--- src/rtl/exers_pkg.sv ---
// exers_pkg: shared types for the integer reservation station.
//   TAG_W          default operand tag width (ROB id)
//   XLEN           datapath width
//   alu_op_e       ALU op codes, shared with the ALU
//   exers_entry_t  one station entry
//   tag_hit()      CDB tag match on a not-ready operand
package exers_pkg;
  localparam int TAG_W = 8;
  localparam int XLEN  = 32;

  typedef enum logic [4:0] {
    ALU_ADD  = 5'd0,
    ALU_SUB  = 5'd1,
    ALU_AND  = 5'd2,
    ALU_OR   = 5'd3,
    ALU_XOR  = 5'd4,
    ALU_SLL  = 5'd5,
    ALU_SRL  = 5'd6,
    ALU_SRA  = 5'd7,
    ALU_SLT  = 5'd8,
    ALU_SLTU = 5'd9,
    ALU_LUI  = 5'd10
  } alu_op_e;

  typedef struct packed {
    logic            valid;
    alu_op_e         op;
    logic [7:0]      robid;
    logic [5:0]      rd;
    logic            op1rdy;
    logic [XLEN-1:0] op1;
    logic            op2rdy;
    logic [XLEN-1:0] op2;
    logic [XLEN-1:0] imm;
  } exers_entry_t;

  // Only the low tagw bits of a waiting operand carry the tag; a ready
  // operand holds data and must never match.
  function automatic logic tag_hit(input logic rdy, input logic [XLEN-1:0] opnd,
                                   input logic [TAG_W-1:0] tag, input int tagw);
    logic [XLEN-1:0] diff;
    diff    = opnd ^ XLEN'(tag);
    tag_hit = 1'b0;
    if (!rdy) begin
      tag_hit = 1'b1;
      for (int b = 0; b < TAG_W; b++)
        if (b < tagw && diff[b]) tag_hit = 1'b0;
    end
  endfunction
endpackage

--- src/rtl/exers_select.sv ---
// exers_select: pick one requester from a ready vector.
//   i_rdy    ready vector
//   i_age    (EXERS_AGE_SELECT_EN only) i_age[i][j]=1: j is older than i
//   o_grant  one-hot grant
//   o_found  any requester ready
// Default build grants the lowest index; with EXERS_AGE_SELECT_EN it grants
// the ready requester with no older ready requester.
module exers_select #(
  parameter int N = 8
) (
  input  logic [N-1:0]        i_rdy,
`ifdef EXERS_AGE_SELECT_EN
  input  logic [N-1:0][N-1:0] i_age,
`endif
  output logic [N-1:0]        o_grant,
  output logic                o_found
);
`ifdef EXERS_AGE_SELECT_EN
  always_comb begin
    o_grant = '0;
    for (int i = 0; i < N; i++)
      o_grant[i] = i_rdy[i] & ~|(i_age[i] & i_rdy);
  end
`else
  // Isolate lowest set bit.
  assign o_grant = i_rdy & (~i_rdy + N'(1));
`endif
  assign o_found = |i_rdy;
endmodule

--- src/rtl/exers.sv ---
// exers: integer execution reservation station.
//   clk, rst (sync, active-high)
//   rename_*            dispatch from rename; exers_stall when full
//   wb_valid/tag/value  CDB wakeup snoop
//   exers_issue_*       registered issue slot to the ALU; alu_stall holds it
//   rob_flush           clears all entries and the issue slot
// Option: EXERS_AGE_SELECT_EN selects oldest ready entry instead of lowest index.
module exers
  import exers_pkg::*;
#(
  parameter int DEPTH = 8,
  parameter int TAGW  = 8
) (
  input  logic        clk,
  input  logic        rst,
  input  logic        rename_exers_write,
  input  logic [4:0]  rename_op,
  input  logic [7:0]  rename_robid,
  input  logic [5:0]  rename_rd,
  input  logic        rename_op1ready,
  input  logic [31:0] rename_op1,
  input  logic        rename_op2ready,
  input  logic [31:0] rename_op2,
  input  logic [31:0] rename_imm,
  output logic        exers_stall,
  input  logic        wb_valid,
  input  logic [7:0]  wb_tag,
  input  logic [31:0] wb_value,
  input  logic        alu_stall,
  output logic        exers_issue_valid,
  output logic [4:0]  exers_issue_op,
  output logic [7:0]  exers_issue_robid,
  output logic [5:0]  exers_issue_rd,
  output logic [31:0] exers_issue_op1,
  output logic [31:0] exers_issue_op2,
  output logic [31:0] exers_issue_imm,
  input  logic        rob_flush
);
  exers_entry_t     r_ent [DEPTH];
  exers_entry_t     w_new;
  logic [DEPTH-1:0] w_vld, w_rdy, w_grant, w_alloc_oh;
  logic             w_found, w_alloc, w_load;
  logic [4:0]       w_sel_op;
  logic [7:0]       w_sel_robid;
  logic [5:0]       w_sel_rd;
  logic [31:0]      w_sel_op1, w_sel_op2, w_sel_imm;

  logic             r_iss_valid;
  logic [4:0]       r_iss_op;
  logic [7:0]       r_iss_robid;
  logic [5:0]       r_iss_rd;
  logic [31:0]      r_iss_op1, r_iss_op2, r_iss_imm;

  always_comb begin
    w_vld = '0;
    w_rdy = '0;
    for (int i = 0; i < DEPTH; i++) begin
      w_vld[i] = r_ent[i].valid;
      w_rdy[i] = r_ent[i].valid & r_ent[i].op1rdy & r_ent[i].op2rdy;
    end
  end

  assign exers_stall = &w_vld;
  assign w_alloc     = rename_exers_write & ~exers_stall;
  // Lowest clear bit of the valid vector.
  assign w_alloc_oh  = ~w_vld & (w_vld + DEPTH'(1));
  // Slot accepts when empty or being consumed this cycle.
  assign w_load      = (~r_iss_valid | ~alu_stall) & w_found & ~rob_flush;

`ifdef EXERS_AGE_SELECT_EN
  // r_age[i][j]=1: entry j was resident when i was allocated (j older).
  // Allocating k clears column k so stale order from k's previous life dies.
  logic [DEPTH-1:0][DEPTH-1:0] r_age;

  always_ff @(posedge clk) begin
    if (rst) r_age <= '0;
    else if (w_alloc) begin
      for (int i = 0; i < DEPTH; i++)
        for (int j = 0; j < DEPTH; j++)
          if (w_alloc_oh[i])      r_age[i][j] <= w_vld[j];
          else if (w_alloc_oh[j]) r_age[i][j] <= 1'b0;
    end
  end

  exers_select #(.N(DEPTH)) u_sel (
    .i_rdy(w_rdy), .i_age(r_age), .o_grant(w_grant), .o_found(w_found));
`else
  exers_select #(.N(DEPTH)) u_sel (
    .i_rdy(w_rdy), .o_grant(w_grant), .o_found(w_found));
`endif

  // Incoming entry, with same-cycle CDB bypass on waiting operands.
  always_comb begin
    w_new        = '0;
    w_new.valid  = 1'b1;
    w_new.op     = alu_op_e'(rename_op);
    w_new.robid  = rename_robid;
    w_new.rd     = rename_rd;
    w_new.op1rdy = rename_op1ready;
    w_new.op1    = rename_op1;
    w_new.op2rdy = rename_op2ready;
    w_new.op2    = rename_op2;
    w_new.imm    = rename_imm;
    if (wb_valid && tag_hit(rename_op1ready, rename_op1, wb_tag, TAGW)) begin
      w_new.op1rdy = 1'b1;
      w_new.op1    = wb_value;
    end
    if (wb_valid && tag_hit(rename_op2ready, rename_op2, wb_tag, TAGW)) begin
      w_new.op2rdy = 1'b1;
      w_new.op2    = wb_value;
    end
  end

  always_comb begin
    w_sel_op    = '0;
    w_sel_robid = '0;
    w_sel_rd    = '0;
    w_sel_op1   = '0;
    w_sel_op2   = '0;
    w_sel_imm   = '0;
    for (int i = 0; i < DEPTH; i++)
      if (w_grant[i]) begin
        w_sel_op    = r_ent[i].op;
        w_sel_robid = r_ent[i].robid;
        w_sel_rd    = r_ent[i].rd;
        w_sel_op1   = r_ent[i].op1;
        w_sel_op2   = r_ent[i].op2;
        w_sel_imm   = r_ent[i].imm;
      end
  end

  // Entry state: allocation targets a free entry, issue frees a ready one,
  // so the two never collide on the same index.
  always_ff @(posedge clk) begin
    for (int i = 0; i < DEPTH; i++) begin
      if (rst || rob_flush) r_ent[i].valid <= 1'b0;
      else if (w_alloc && w_alloc_oh[i]) r_ent[i] <= w_new;
      else if (r_ent[i].valid) begin
        if (w_load && w_grant[i]) r_ent[i].valid <= 1'b0;
        if (wb_valid && tag_hit(r_ent[i].op1rdy, r_ent[i].op1, wb_tag, TAGW)) begin
          r_ent[i].op1rdy <= 1'b1;
          r_ent[i].op1    <= wb_value;
        end
        if (wb_valid && tag_hit(r_ent[i].op2rdy, r_ent[i].op2, wb_tag, TAGW)) begin
          r_ent[i].op2rdy <= 1'b1;
          r_ent[i].op2    <= wb_value;
        end
      end
    end
  end

  always_ff @(posedge clk) begin
    if (rst) begin
      r_iss_valid <= 1'b0;
      r_iss_op    <= '0;
      r_iss_robid <= '0;
      r_iss_rd    <= '0;
      r_iss_op1   <= '0;
      r_iss_op2   <= '0;
      r_iss_imm   <= '0;
    end else if (rob_flush) begin
      r_iss_valid <= 1'b0;
    end else if (w_load) begin
      r_iss_valid <= 1'b1;
      r_iss_op    <= w_sel_op;
      r_iss_robid <= w_sel_robid;
      r_iss_rd    <= w_sel_rd;
      r_iss_op1   <= w_sel_op1;
      r_iss_op2   <= w_sel_op2;
      r_iss_imm   <= w_sel_imm;
    end else if (!alu_stall) begin
      r_iss_valid <= 1'b0;
    end
  end

  assign exers_issue_valid = r_iss_valid;
  assign exers_issue_op    = r_iss_op;
  assign exers_issue_robid = r_iss_robid;
  assign exers_issue_rd    = r_iss_rd;
  assign exers_issue_op1   = r_iss_op1;
  assign exers_issue_op2   = r_iss_op2;
  assign exers_issue_imm   = r_iss_imm;
endmodule
--- config.mk ---
export PLATFORM = sky130hd
export DESIGN_NAME = exers
export DESIGN_NICKNAME = d
export VERILOG_FILES = /design/src/rtl/exers_pkg.sv /design/src/rtl/exers_select.sv /design/src/rtl/exers.sv
export SDC_FILE = /design/constraint.sdc
export NUM_CORES = 2
export LEC_CHECK = 0
export CAP_MARGIN = 15
export CORE_ASPECT_RATIO = 0.7
export CORE_MARGIN = 2
export CORE_UTILIZATION = 30
export DETAILED_ROUTE_END_ITERATION = 12
export PLACE_DENSITY_LB_ADDON = 0.15
export SLEW_MARGIN = 20
export SYNTH_ARGS = -nofsm -noshare
export SYNTH_HDL_FRONTEND = slang
export SYNTH_SLANG_ARGS = --single-unit
export TNS_END_PERCENT = 50
--- constraint.sdc ---
create_clock -name clk -period 10 [get_ports clk]
set_clock_uncertainty 0.05 [all_clocks]
set_input_delay 1 -clock clk [delete_from_list [all_inputs] [get_ports clk]]
set_output_delay 1 -clock clk [all_outputs]
set_load 0.01 [all_outputs]
# After elaboration in Yosys (flattened, before gate mapping)
# Memory sizes are Yosys's and may differ from the RTL's.
# Index checks and enable logic that the tools add are counted.
word_totals:
  mem_count: 1
  rom_bits: 0
  ramBits: 944
  latchBits: 0
  wordCells: 600
  out_inout_bits: 117
  ff_bits: 116
classes:
  reduce_logical: 39
  shift: 0
  div_mod_pow: 0
  eq_ne: 1
  muxes: 456
  n_mul: 0
  addsub: 2
  bitwise: 94
  magnitude_cmp: 0
memory_table:
  columns: ["memory", "depth", "word_bits", "rd", "rd_ports_with_merged_regs", "write_ports", "line_no", "source"]
  rows:
  - ["r_ent", 8, 118, 8, 0, 8, "exers.sv:39", "exers_entry_t r_ent [DEPTH];"]
op_table:
  columns: ["op", "count"]
  rows:
  - ["$mux W32", 40]
  - ["$mux W1", 390]
  - ["$xor A8 B8 Y8", 18]
  - ["$mux W33", 2]
  - ["$mux W8", 8]
  - ["$or A1 B1 Y1", 49]
  - ["$mux W6", 8]
  - ["$mux W5", 8]
  - ["$logic_and A1 B1 Y1", 34]
  - ["$and A1 B1 Y1", 19]
  - ["$add A8 B1 Y8 const B", 2]
  - ["$and A8 B8 Y8", 2]
  - ["$not A8 Y8", 2]
  - ["$reduce_and A8 Y1", 1]
  - ["$reduce_or A8 Y1", 1]
  - ["$not A1 Y1", 4]
  - ["$ne A2 B1 Y1 const B", 1]
  - ["$reduce_and A2 Y1", 1]
  - ["$reduce_or A2 Y1", 1]
  - ["$logic_or A1 B1 Y1", 1]

# Logic depth before layout (Yosys ltp)
# An unclocked memory read counts as a cell.
depth:
  ltp_word: 21
  ltp_mapped: 10
  ltp_nobuf: 6

# By module
# From an unflattened synthesis, not the netlist that was laid out.
hier_totals:
  cells_unflattened: 3525
  area_unflattened_um2: 48121.2
modules_own_cells:
  columns: ["mod", "area_each_um2", "cells_each", "instances", "seq_area_each_um2"]
  rows:
  - ["exers", 48019.8, 3513, 1, 30669.4]
  - ["exers_select", 101.3, 12, 1, 0.0]

# Least setup slack after synthesis
# No wires, ideal clock.
synth_timing:
  kind: "input -> register"
  startpoint: "input rst"
  endpoint: "memory r_ent[0][32] in the netlist's numbering, enable pin"
  required_ps: 9481
  path_stages: 5
  setup_slack_ps: 5181
  arrival_ps: 4300
  cell_sequence: "clkbuf_1 > or2_2 > clkbuf_1 > or2_2 > o21ai_0"
synth_lines:
  columns: ["element", "line_no", "source"]
  rows:
  - ["start, declared", "exers.sv:15", "input logic rst,"]
  - ["end, declared", "exers.sv:39", null]

==> metrics.txt <==
slowest CP cell nand4_2; First-pass DRT Iterations 6; Worst path max stage delay around 0.93 ns; Crit. Startpoint r_ent[0][235]$_SDFFCE_PP0P_; syn_nets roughly 4.2k; Worst-Skew Late Latency about 0.76 ns; synthesized area between 40000 and 50000 sq um; Power, Total roughly 9.8 mW; reg2reg start r_ent[0][235]$_SDFFCE_PP0P_; final setup fails 0; crit path cell chain nand3_1 -> nand4_2 -> nor2_4 -> buf_4 -> buf_4 -> a21oi_1 -> o21a_1; CTS resizes 0; full die area roughly 170000 sq um; layout cells sized above 1 between 10% and 20%; Fin Hold WS about 0.45 ns; CTS max path bufs 3; Final Cycle Share just under 50%; Final Hold Vio Count 0; Total Routing Usage GR roughly 22%; Power Dens Cells approximately 170 nW/um^2; Yosys top cell area share roughly 57%; ys flop type edfxtp_1; IO Port Bufs 279; pre-CTS setup slack between 4 and 5 ns; dpl cells around 6.3k; Synth area leader edfxtp_1; core area 164000 sq um; Num CTS Buffers about 110; IO Count 280; Die H 344 um; CP Class reg2reg; gpl congestion around 0.86; fin crit period approximately 4.8 ns; count of pins over their slew limit 0; row cnt around 120; Via density approximately 5.4; synth top area cells edfxtp_1 (57%), mux2_2 (12%), a21oi_1 (6.3%); Placed Area around 54000 sq um; Crit path top cell by count buf_4; library cells used by synthesis between 50 and 60; crit-path leading delay family simple AND/OR/NAND/NOR gates; DRT iter0 DRCs 3694; clk slew on worst S/H paths 0.06 ns; simple-gate area share of the yosys netlist 6.96%; drt drc 0; Peak VDD IR about 0.14 mV; Slew HR 21.8%; largest net degree at the start of global routing 119; largest fanout on the critical path 57; Post-Syn Instances 4067; Post-Synth Adder-Cell Area 0%; Leakage 18.6 nW; nets between 4k and 5k; worst-margin pin slew 1.17 ns; Critical Path AT about 5.4 ns; Clock Sinks approximately 1.1k; crit path launch type flop; worst path buffer plus inverter count 2; Syn Area/Cell 12.2 sq um; Final Non-Filler Cells about 6.5k; CTS HTree Levels 3; proportion of synthesized chip area in sequential cells 61.8%; first-pass GRT wire length 268 mm; Die Wd 490 um; status finished clean; hold_sp exers_issue_imm[24]$_SDFFE_PP0P_; Post-synth EDFFs roughly 940; Hold-fix buffers, CTS 0; TritonCTS clock tree done; post-synthesis compound-gate area fraction a little over an eighth; final setup margin slightly above 5 ns; DRT antenna net count 0; DRT Wirelength about 190 mm; mux cell area share after synthesis 11.6%; starting density of the core ~30%; aggregate global routing overflow 0; P&R area growth vs syn 16.8%; Filler cells about 16k; largest family of logic cells by synthesized area compound AO/OA/AOI/OAI gates; final core utilization 35.4%; async set or reset register ratio after synthesis 0%; Tightest Hold Check Type reg2reg; max-cap violations 0; RSZ-0062 raised after global routing no; vias 35.2k; required time of the critical path between 10 and 15 ns; routed len/inst just under 30 um; setup bufs post-CTS 0; initial antenna violation count 17; total negative slack 0 ns; critical path endpoint category flop; Ys Warns 0; final instance area 58000 sq um; dpl hpwl 107 mm; flops & latches, synth 1060; XOR/XNOR Fraction of Synth Area 2.54%; vias in the first global route between 30k and 40k; Achievable Freq approximately 210 MHz; Clock Tree Root clkbuf_16
synth_stat cells, drive strengths merged (22+ instances only):
| cell type | number |
|---|---|
| buf | 155 |
| nand3 | 28 |
| nand2 | 481 |
| dfxtp | 116 |
| nor2 | 231 |
| xor2 | 74 |
| a211oi | 37 |
| a21oi | 628 |
| a221oi | 112 |
| xnor2 | 70 |
| mux2 | 512 |
| edfxtp | 944 |
| o21ai | 230 |
| clkbuf | 197 |
| nor3 | 22 |
| o21a | 90 |
| nand4 | 23 |
where the power goes:
part	internal [mW]	total [mW]	switching (mW)
Sequential	4.85	4.87	0.0197
Combinational	0.239	0.629	0.390
Clock	2.38	4.26	1.88
tightest hold or removal path, stage by stage (launching register included):
cell      delay [ns]
dfxtp_1         0.31
nor2_1          0.09
a311oi_1        0.05
metal layers:
metal | share of wire (%) | routed length (um) | up-vias | GRT usage, %
met5 | 0.068 | 131 | - | 0
met2 | 43 | 81500 | 1443 | 32.5
met1 | 47 | 90600 | 18100 | 33.1
met4 | 1.7 | 3260 | 18 | 4.21
met3 | 8.3 | 15800 | 237 | 5.07
li1 | - | - | 15500 | -
final timing paths:
path	to	slack (ns)	cells after the start
setup / recovery	exers_issue_op1[30]$_SDFFE_PP0P_	5.20	7
hold / removal	exers_issue_imm[24]$_SDFFE_PP0P_	0.45	2
setup reg to reg	exers_issue_op1[30]$_SDFFE_PP0P_	5.20	7
hold reg to reg	exers_issue_imm[24]$_SDFFE_PP0P_	0.45	2
sequential cells by signal (all words and copies together) (netlist names):
| name | count |
|---|---|
| exers_issue_op1 | 32 |
| exers_issue_robid | 8 |
| exers_issue_rd | 6 |
| exers_issue_op2 | 32 |
| exers_issue_valid | 1 |
| r_ent | 944 |
| exers_issue_imm | 32 |
| exers_issue_op | 5 |
cell type report:
type	count	area [sq um]	area share [%]
clock buffers	150	3100	5.35
flip-flops and latches	1060	30700	52.9
diodes	5	12.5	0.0216
well taps	2205	2760	4.76
inverters	14	52.6	0.0906
clock inverters	63	549	0.947
repair buffers	361	3420	5.90
multi-input cells	2641	17400	30.0
cell usage in the layout (no fill, tap or decap), drive strengths merged, types with 112 or more instances in the layout:
cell	Yosys	routed
clkbuf	197	150
o21ai	230	230
a21oi	628	628
nand2	481	481
nor2	231	231
a221oi	112	112
clkdlybuf4s50	0	278
edfxtp	944	944
mux2	512	512
dfxtp	116	116
cell families after synthesis:
| logic type | after synthesis |
|---|---|
| AO/OA/AOI/OAI | 1148 |
| multiplexers | 512 |
| AND/OR/NAND/NOR | 837 |
| buffers and inverters | 366 |
| flip-flops | 1060 |
| XOR/XNOR | 144 |
No activity file was read; power rests on OpenSTA's default activity.
